## src/rtl/mem_port_arbiter.sv

```systemverilog
// Two-master round-robin arbiter in front of one synchronous single-port RAM.
// At most one access is granted per cycle. The last-grant pointer is registered.
// Read data, which returns one cycle later, is steered back to the master that issued the read.
// Optional build macro MEM_ARB_LOCK_EN adds m0_lock/m1_lock. With it, the last-granted
// master can keep ownership for as long as it requests with lock set.
module mem_port_arbiter #(
  parameter int ADDR_WIDTH = 32,
  parameter int DATA_WIDTH = 32,
  parameter int RR_INIT    = 0
) (
  input  logic                    clk,
  input  logic                    rst_n,
`ifdef MEM_ARB_LOCK_EN
  input  logic                    m0_lock,
  input  logic                    m1_lock,
`endif
  input  logic                    m0_req,
  input  logic [ADDR_WIDTH-1:0]   m0_addr,
  input  logic [DATA_WIDTH-1:0]   m0_wdata,
  input  logic [DATA_WIDTH/8-1:0] m0_wstrb,
  output logic                    m0_ready,
  output logic                    m0_rvalid,
  output logic [DATA_WIDTH-1:0]   m0_rdata,
  input  logic                    m1_req,
  input  logic [ADDR_WIDTH-1:0]   m1_addr,
  input  logic [DATA_WIDTH-1:0]   m1_wdata,
  input  logic [DATA_WIDTH/8-1:0] m1_wstrb,
  output logic                    m1_ready,
  output logic                    m1_rvalid,
  output logic [DATA_WIDTH-1:0]   m1_rdata,
  output logic [ADDR_WIDTH-1:0]   mem_addr,
  output logic [DATA_WIDTH-1:0]   mem_wdata,
  output logic [DATA_WIDTH/8-1:0] mem_wenable,
  output logic                    mem_ren,
  input  logic [DATA_WIDTH-1:0]   mem_rdata
);

  localparam int   STRB_WIDTH = DATA_WIDTH / 8;
  // The pointer resets to the opposite of RR_INIT, so RR_INIT wins the first tie.
  localparam logic LAST_INIT  = (RR_INIT == 0) ? 1'b1 : 1'b0;

  // Master-indexed views of the two request ports
  logic [1:0]            req_vec;
  logic [ADDR_WIDTH-1:0] addr_vec  [2];
  logic [DATA_WIDTH-1:0] wdata_vec [2];
  logic [STRB_WIDTH-1:0] wstrb_vec [2];
  logic [1:0]            rvalid_vec;
  logic [DATA_WIDTH-1:0] rdata_vec [2];

  assign req_vec      = {m1_req, m0_req};
  assign addr_vec[0]  = m0_addr;
  assign addr_vec[1]  = m1_addr;
  assign wdata_vec[0] = m0_wdata;
  assign wdata_vec[1] = m1_wdata;
  assign wstrb_vec[0] = m0_wstrb;
  assign wstrb_vec[1] = m1_wstrb;

  logic                  last_grant_reg, last_grant_next;
  logic                  resp_pending_reg, resp_pending_next;
  logic                  resp_owner_reg, resp_owner_next;
  logic [ADDR_WIDTH-1:0] addr_hold_reg, addr_hold_next;
  logic [DATA_WIDTH-1:0] wdata_hold_reg, wdata_hold_next;

  logic                  grant_valid;
  logic                  winner;
  logic                  is_read;
  logic [ADDR_WIDTH-1:0] win_addr;
  logic [DATA_WIDTH-1:0] win_wdata;
  logic [STRB_WIDTH-1:0] win_wstrb;

  // Pick the winner. A lone requester always wins; on a tie the master that was not granted last wins.
  always_comb begin
    // Nothing is granted while reset is held, so all ready outputs read 0 during reset.
    grant_valid = rst_n && (req_vec != 2'b00);
    winner      = 1'b0;
    if (req_vec == 2'b11) begin
      winner = ~last_grant_reg;
    end else if (req_vec == 2'b10) begin
      winner = 1'b1;
    end
`ifdef MEM_ARB_LOCK_EN
    // A locked, requesting last owner keeps the port and overrides round-robin.
    if (!last_grant_reg && m0_req && m0_lock) begin
      winner = 1'b0;
    end else if (last_grant_reg && m1_req && m1_lock) begin
      winner = 1'b1;
    end
`endif
  end

  // Steer the winner onto the memory port. When nothing is granted, addr/wdata hold their last values.
  always_comb begin
    win_addr    = addr_vec[winner];
    win_wdata   = wdata_vec[winner];
    win_wstrb   = wstrb_vec[winner];
    is_read     = grant_valid && (win_wstrb == '0);
    m0_ready    = grant_valid && !winner;
    m1_ready    = grant_valid && winner;
    mem_addr    = grant_valid ? win_addr  : addr_hold_reg;
    mem_wdata   = grant_valid ? win_wdata : wdata_hold_reg;
    mem_wenable = grant_valid ? win_wstrb : '0;
    mem_ren     = is_read;
  end

  // Next-state values for the pointer, the response tracker and the held memory address/data.
  always_comb begin
    last_grant_next   = last_grant_reg;
    addr_hold_next    = addr_hold_reg;
    wdata_hold_next   = wdata_hold_reg;
    resp_pending_next = is_read;
    resp_owner_next   = resp_owner_reg;
    if (grant_valid) begin
      last_grant_next = winner;
      addr_hold_next  = win_addr;
      wdata_hold_next = win_wdata;
    end
    if (is_read) begin
      resp_owner_next = winner;
    end
  end

  // State registers. Asynchronous reset drops any in-flight response immediately.
  always_ff @(posedge clk or negedge rst_n) begin
    if (!rst_n) begin
      last_grant_reg   <= LAST_INIT;
      resp_pending_reg <= 1'b0;
      resp_owner_reg   <= 1'b0;
      addr_hold_reg    <= '0;
      wdata_hold_reg   <= '0;
    end else begin
      last_grant_reg   <= last_grant_next;
      resp_pending_reg <= resp_pending_next;
      resp_owner_reg   <= resp_owner_next;
      addr_hold_reg    <= addr_hold_next;
      wdata_hold_reg   <= wdata_hold_next;
    end
  end

  // Return read data only to the owner of the outstanding read. Everyone else sees zeros.
  for (genvar gi = 0; gi < 2; gi++) begin : g_resp
    assign rvalid_vec[gi] = resp_pending_reg && (resp_owner_reg == 1'(gi));
    assign rdata_vec[gi]  = rvalid_vec[gi] ? mem_rdata : '0;
  end

  assign m0_rvalid = rvalid_vec[0];
  assign m1_rvalid = rvalid_vec[1];
  assign m0_rdata  = rdata_vec[0];
  assign m1_rdata  = rdata_vec[1];

endmodule

```

## config.mk

```make
export PLATFORM = sky130hd
export DESIGN_NAME = mem_port_arbiter
export DESIGN_NICKNAME = d
export VERILOG_FILES = /design/src/rtl/mem_port_arbiter.sv
export SDC_FILE = /design/constraint.sdc
export NUM_CORES = 1
export LEC_CHECK = 0
export CELL_PAD_IN_SITES_DETAIL_PLACEMENT = 1
export CELL_PAD_IN_SITES_GLOBAL_PLACEMENT = 2
export CORE_ASPECT_RATIO = 1.4
export CORE_MARGIN = 2
export CORE_UTILIZATION = 17
export DETAILED_ROUTE_END_ITERATION = 10
export PLACE_DENSITY_LB_ADDON = 0.1
export SYNTH_ARGS = -nofsm -noshare
export SYNTH_HDL_FRONTEND = slang
export SYNTH_SLANG_ARGS = --single-unit
```

## constraint.sdc

```tcl
create_clock -name clk -period 2.6 [get_ports clk]
set_input_delay 0.39 -clock clk [delete_from_list [all_inputs] [get_ports clk]]
set_output_delay 0.39 -clock clk [all_outputs]
set_load 0.05 [all_outputs]
```

* Word-level counts from Yosys, hierarchy flattened *
Cells that the tools add are included.

operators by class
  equality and inequality tests = 2
  muxes and demuxes = 16
  bitwise gates (word level) = 3
  order comparisons = 1
  reductions and logical operators = 9

operators with widths
  cell                number
  $mux 32             10
  $mux 4              4
  $logic_and 1x1->1   6
  $eq 2x2->1 const B  2
  $logic_not 4->1     1
  $ge 2x2->1 const B  1
  $mux 1              2
  $not 1->1           2
  $not 1->2           1
  $reduce_bool 2->1   1
  $logic_not 1->1     1

storage, ports and cells
  register bits after elaboration = 67
  bits of input ports = 172
  output and inout port bits = 137
  word-level logic and storage cells = 36

* Longest topological paths before layout *
  depth after elaboration = 9
  gate-level depth with buffers = 6
  mapped depth without buffers = 4

* Worst setup path before layout *
No wires, ideal clock.

  kind = reg2out
  from = register last_grant_reg
  to = output mem_wdata[22]
  path slack = 0.314 ns
  required time = 2.210 ns
  cell stages (with the launch flop) = 6
  data arrival time = 1.896 ns
  buffers on the path = 1
  cell sequence = dfstp_2 -> nor2b_1 -> nor2_1 -> clkbuf_1 -> a222oi_1 -> inv_1

on the way
  word-level cells in the longest chain between the ends = 7

RTL lines
  item                                         line  text
  start: declaration                           58    logic last_grant_reg, last_grant_next;
  start signal: assignment                     131   last_grant_reg <= last_grant_next;
  $not 1->1                                    77    winner = ~last_grant_reg;
  $mux 1                                       76    if (req_vec == 2'b11) begin
  $not 1->2 (not written as such)              94    win_wdata = wdata_vec[winner];
  $mux 32 (not written as such) (3 in series)  94
  $mux 32                                      100   mem_wdata = grant_valid ? win_wdata : wdata_hold_reg;
  end: declaration                             32    output logic [DATA_WIDTH-1:0] mem_wdata,

Every way passes these cells. The select of a mux whose other input is x is not followed.

* Final worst setup path *
  from = register last_grant_reg
  to = output mem_addr[24]

on the way
  word-level cells in the longest chain between the ends = 7

RTL lines
  item                                         line  text
  $not 1->1                                    77
  $mux 1                                       76
  $not 1->2 (not written as such)              93    win_addr = addr_vec[winner];
  $mux 32 (not written as such) (3 in series)  93
  $mux 32                                      99    mem_addr = grant_valid ? win_addr : addr_hold_reg;
  end: declaration                             31    output logic [ADDR_WIDTH-1:0] mem_addr,

Every way passes these cells. The select of a mux whose other input is x is not followed.

==> results.cfg <==
[setup_path]
worstPathCellList = a21boi_2, and2_4, buf_12, a222oi_1, inv_1, buf_12
cp-startpoint = last_grant_reg$_DFFE_PN1P_
timing.critical_path.to_type = output pin
timing.reg2reg.setup_slack_ps = 940
cp_num_cells = 6
worst-path-max-fanout = 28
critPathBufInv = 3
timing.critical_path.slowest_stage_cell = sky130_fd_sc_hd__dfstp_2
timing.reg2reg.worst_path_depth = 5
timing.critical_path.from_type = flop
cp_required_ps = 2210
path_class = reg2out
rr_endpoint = addr_hold_reg[24]$_DFF_PN0_
crit-reg2reg-launch = last_grant_reg$_DFFE_PN1P_
path_delay_family = flip-flops
cp_data_arrival_time_ps = 2030
critical_path.max_stage_delay_ps = 570
path_common_cell = sky130_fd_sc_hd__buf_12

[floorplanning]
chipHeight_um = 169
initial_utilization = 0.172
die_span_x_um = 122
floorplan.io_pins = 309
coreArea_um2 = 19100
die_area_um2 = 20500
row_count = 60

[layout]
layout_cell_share_with_drive_strength_beyond_1 = 0.245
filler_cells_inserted = 2066
layout.cells.non_filler = 883
final_net_count = 800
syn2layout_area_growth_pct = 144

[grt]
via_count_of_the_first_global_routing_pass = 4351
grt_antenna_before_repair = 2
grt_first_pass_wirelength_mm = 26.4
grt_start_max_net_pins = 58
groute.usage.overall = 0.170
globalRoute.totalOverflow = 0

[placed_design]
final_estimated_routing_congestion_in_global_placement = 0.782
hpwlAfterDp_mm = 13.8
dp.cells = 864
pre_cts_slack_ps = -5.99
buffer_ports.inserted = 308

[drt]
vias_per_cell = 4.47
drt_iter0_drc = 321
wl_per_cell_um = 20.0
drt-total-wl_mm = 17.7
drt_first_pass_iters = 9
num_vias = 3949
final_antenna_net_count = 0
drt_drc_violations_left = 0

[sta]
max_freq_mhz = 414
setup_repair_after_global_routing_missed_its_margin = false
final.setup_skew_ps = 8.51
worst_slack_ps = 183
final_hold_viol_count = 0
finalWorstPathRequiredPeriod_ps = 2420
timing.final.setup_violations = 0
slew_headroom = 0.476
slew_violations = 0
post-route-period-util = 0.930
worstMarginPinSlew_ps = 786

[min_path]
hold_class = in2async

[power]
total_leakage_power_nw = 3.75
power_density_nw_per_um2 = 560
irDropWorstVdd_mv = 0.298
overall_power_of_the_completed_layout_mw = 4.51

[yosys]
ys_warnings = 0
synth-xor-area-share = 0
synth_cells = 323
post_synth_mux_area_share = 0
post_synth_num_cell_types = 23
postSynthAreaPerCell_um2 = 10.2
synthesis.area_um2 = 3300
synth_top_family_by_area = compound AO/OA/AOI/OAI gates
synth_simple_gate_area_share = 0.148
synth_compound_gate_area_share = 0.221
synth_seq_cells = 67
area_share_of_fa_ha_maj_cells_after_synthesis = 0
synth_seq_area_share = 0.509
syn_nets = 495

[cts]
clkLatencyLatePin_ps = 330
cts_tree = built
postCtsSetupRepairBufs = 0
clockBufferDepth = 2
path_clk_slew_ps = 50
htreeDepth = 3
cts_bufs_inserted = 9
cts.sink_count = 67
cts_root_buffer = sky130_fd_sc_hd__clkbuf_16

[run_status]
run_status = finished clean

[run]
count_of_maximum_capacitance_violations = 0
[worst register-to-register path, cell delays in order (launching register included)]
cell	delay (ps)
sky130_fd_sc_hd__dfstp_2	570
sky130_fd_sc_hd__a21boi_2	80
sky130_fd_sc_hd__and2_4	190
sky130_fd_sc_hd__buf_12	170
sky130_fd_sc_hd__a222oi_1	380
sky130_fd_sc_hd__inv_1	140
[synth_stat cells]
| library cell | count | share of area |
|---|---|---|
| sky130_fd_sc_hd__nand2_1 | 12 | 0.014 |
| sky130_fd_sc_hd__buf_1 | 3 | 0.0034 |
| sky130_fd_sc_hd__dfstp_2 | 1 | 0.0080 |
| sky130_fd_sc_hd__a31o_2 | 1 | 0.0027 |
| sky130_fd_sc_hd__a21o_1 | 1 | 0.0023 |
| sky130_fd_sc_hd__inv_1 | 66 | 0.075 |
| sky130_fd_sc_hd__and2_1 | 33 | 0.063 |
| sky130_fd_sc_hd__o21ai_1 | 1 | 0.0015 |
| sky130_fd_sc_hd__nor2b_1 | 2 | 0.0038 |
| sky130_fd_sc_hd__a21oi_1 | 6 | 0.0091 |
| sky130_fd_sc_hd__dfrtp_1 | 66 | 0.50 |
| sky130_fd_sc_hd__a21boi_2 | 1 | 0.0034 |
| sky130_fd_sc_hd__and3_1 | 32 | 0.061 |
| sky130_fd_sc_hd__buf_2 | 6 | 0.0091 |
| sky130_fd_sc_hd__o32ai_1 | 1 | 0.0027 |
| sky130_fd_sc_hd__buf_6 | 5 | 0.017 |
| sky130_fd_sc_hd__a21bo_2 | 1 | 0.0030 |
| sky130_fd_sc_hd__a222oi_1 | 64 | 0.19 |
| sky130_fd_sc_hd__a31oi_1 | 1 | 0.0019 |
| sky130_fd_sc_hd__clkbuf_1 | 16 | 0.018 |
| sky130_fd_sc_hd__nor3_1 | 2 | 0.0030 |
| sky130_fd_sc_hd__and2_4 | 1 | 0.0027 |
| sky130_fd_sc_hd__nor2_1 | 1 | 0.0011 |
[per-layer routing]
metal | GRT usage | routed length (um) | vias up
met5 | 0 | 0 | -
met4 | 0.0500 | 223 | 0
met3 | 0.0644 | 1730 | 10
met2 | 0.310 | 9630 | 210
met1 | 0.178 | 6080 | 1926
li1 | - | - | 1803
[final cells by class]
class / instances / area (um^2) / share of cell area
Antenna cell: 2 / 5.00 / 0.000621
Clock buffer: 10 / 229 / 0.0284
Multi-Input combinational cell: 160 / 1240 / 0.153
Timing Repair Buffer: 324 / 4290 / 0.532
Clock inverter: 6 / 66.3 / 0.00822
Inverter: 66 / 248 / 0.0307
Sequential cell: 67 / 1680 / 0.208
Tap cell: 248 / 310 / 0.0385
[metrics by stage]
| step | TNS, ps | cell area (um^2) | utilization | hold slack (ps) |
|---|---|---|---|---|
| floorplan | 0 | 3300 | - | 94.4 |
| global placement | 0 | 7750 | 0.405 | 276 |
| detailed placement | -8.52 | 7750 | 0.405 | 271 |
| CTS | 0 | 8060 | 0.421 | 67.3 |
| global route | 0 | 8060 | 0.421 | 76.1 |
| finish | 0 | 8060 | 0.421 | 90.4 |
[cells by family (layout without fill, tap and decap cells)]
kind of cell	Yosys count	after routing
buffers and inverters	96	406
other	0	2
AOI/OAI and AO/OA	77	77
and+or+nand+nor	83	83
DFF	67	67
[power by group]
part / internal, mW / switching [mW]
clock network: 0.743 / 0.479
registers: 1.20 / 0.0482
logic: 0.985 / 1.06
[how the worst max path moves through the flow]
stage	endpoint
6_report	mem_addr[24]
5_1_grt	mem_wdata[7]
4_1_cts	mem_addr[24]
3_5_place_dp	mem_addr[3]
3_3_place_gp	mem_wdata[8]
2_1_floorplan	mem_wdata[22]
[cells in the final DEF, fill, tap and decap left out, drive strengths merged]
master         instances
nor3                   2
and2                  34
and3                  32
bufinv                 1
dlygate4sd3            1
dfrtp                 66
nor2b                  2
a21boi                 1
a21o                   1
dfstp                  1
clkinv                 2
diode                  2
clkdlybuf4s50        190
clkbuf                10
o21ai                  1
a21bo                  1
dlymetal6s2s           1
nor2                   1
a31oi                  1
a222oi                64
buf                  132
nand2                 12
a21oi                  6
clkinvlp               3
inv                   66
o32ai                  1
a31o                   1
[what timing repair did]
action,CTS,global route
endpoints found under the hold margin,9,0
gates resized for setup,1,1
pin swaps,0,1
setup endpoints to repair,9,54
hold buffers,1,0
(Power assumes the default switching activity.)
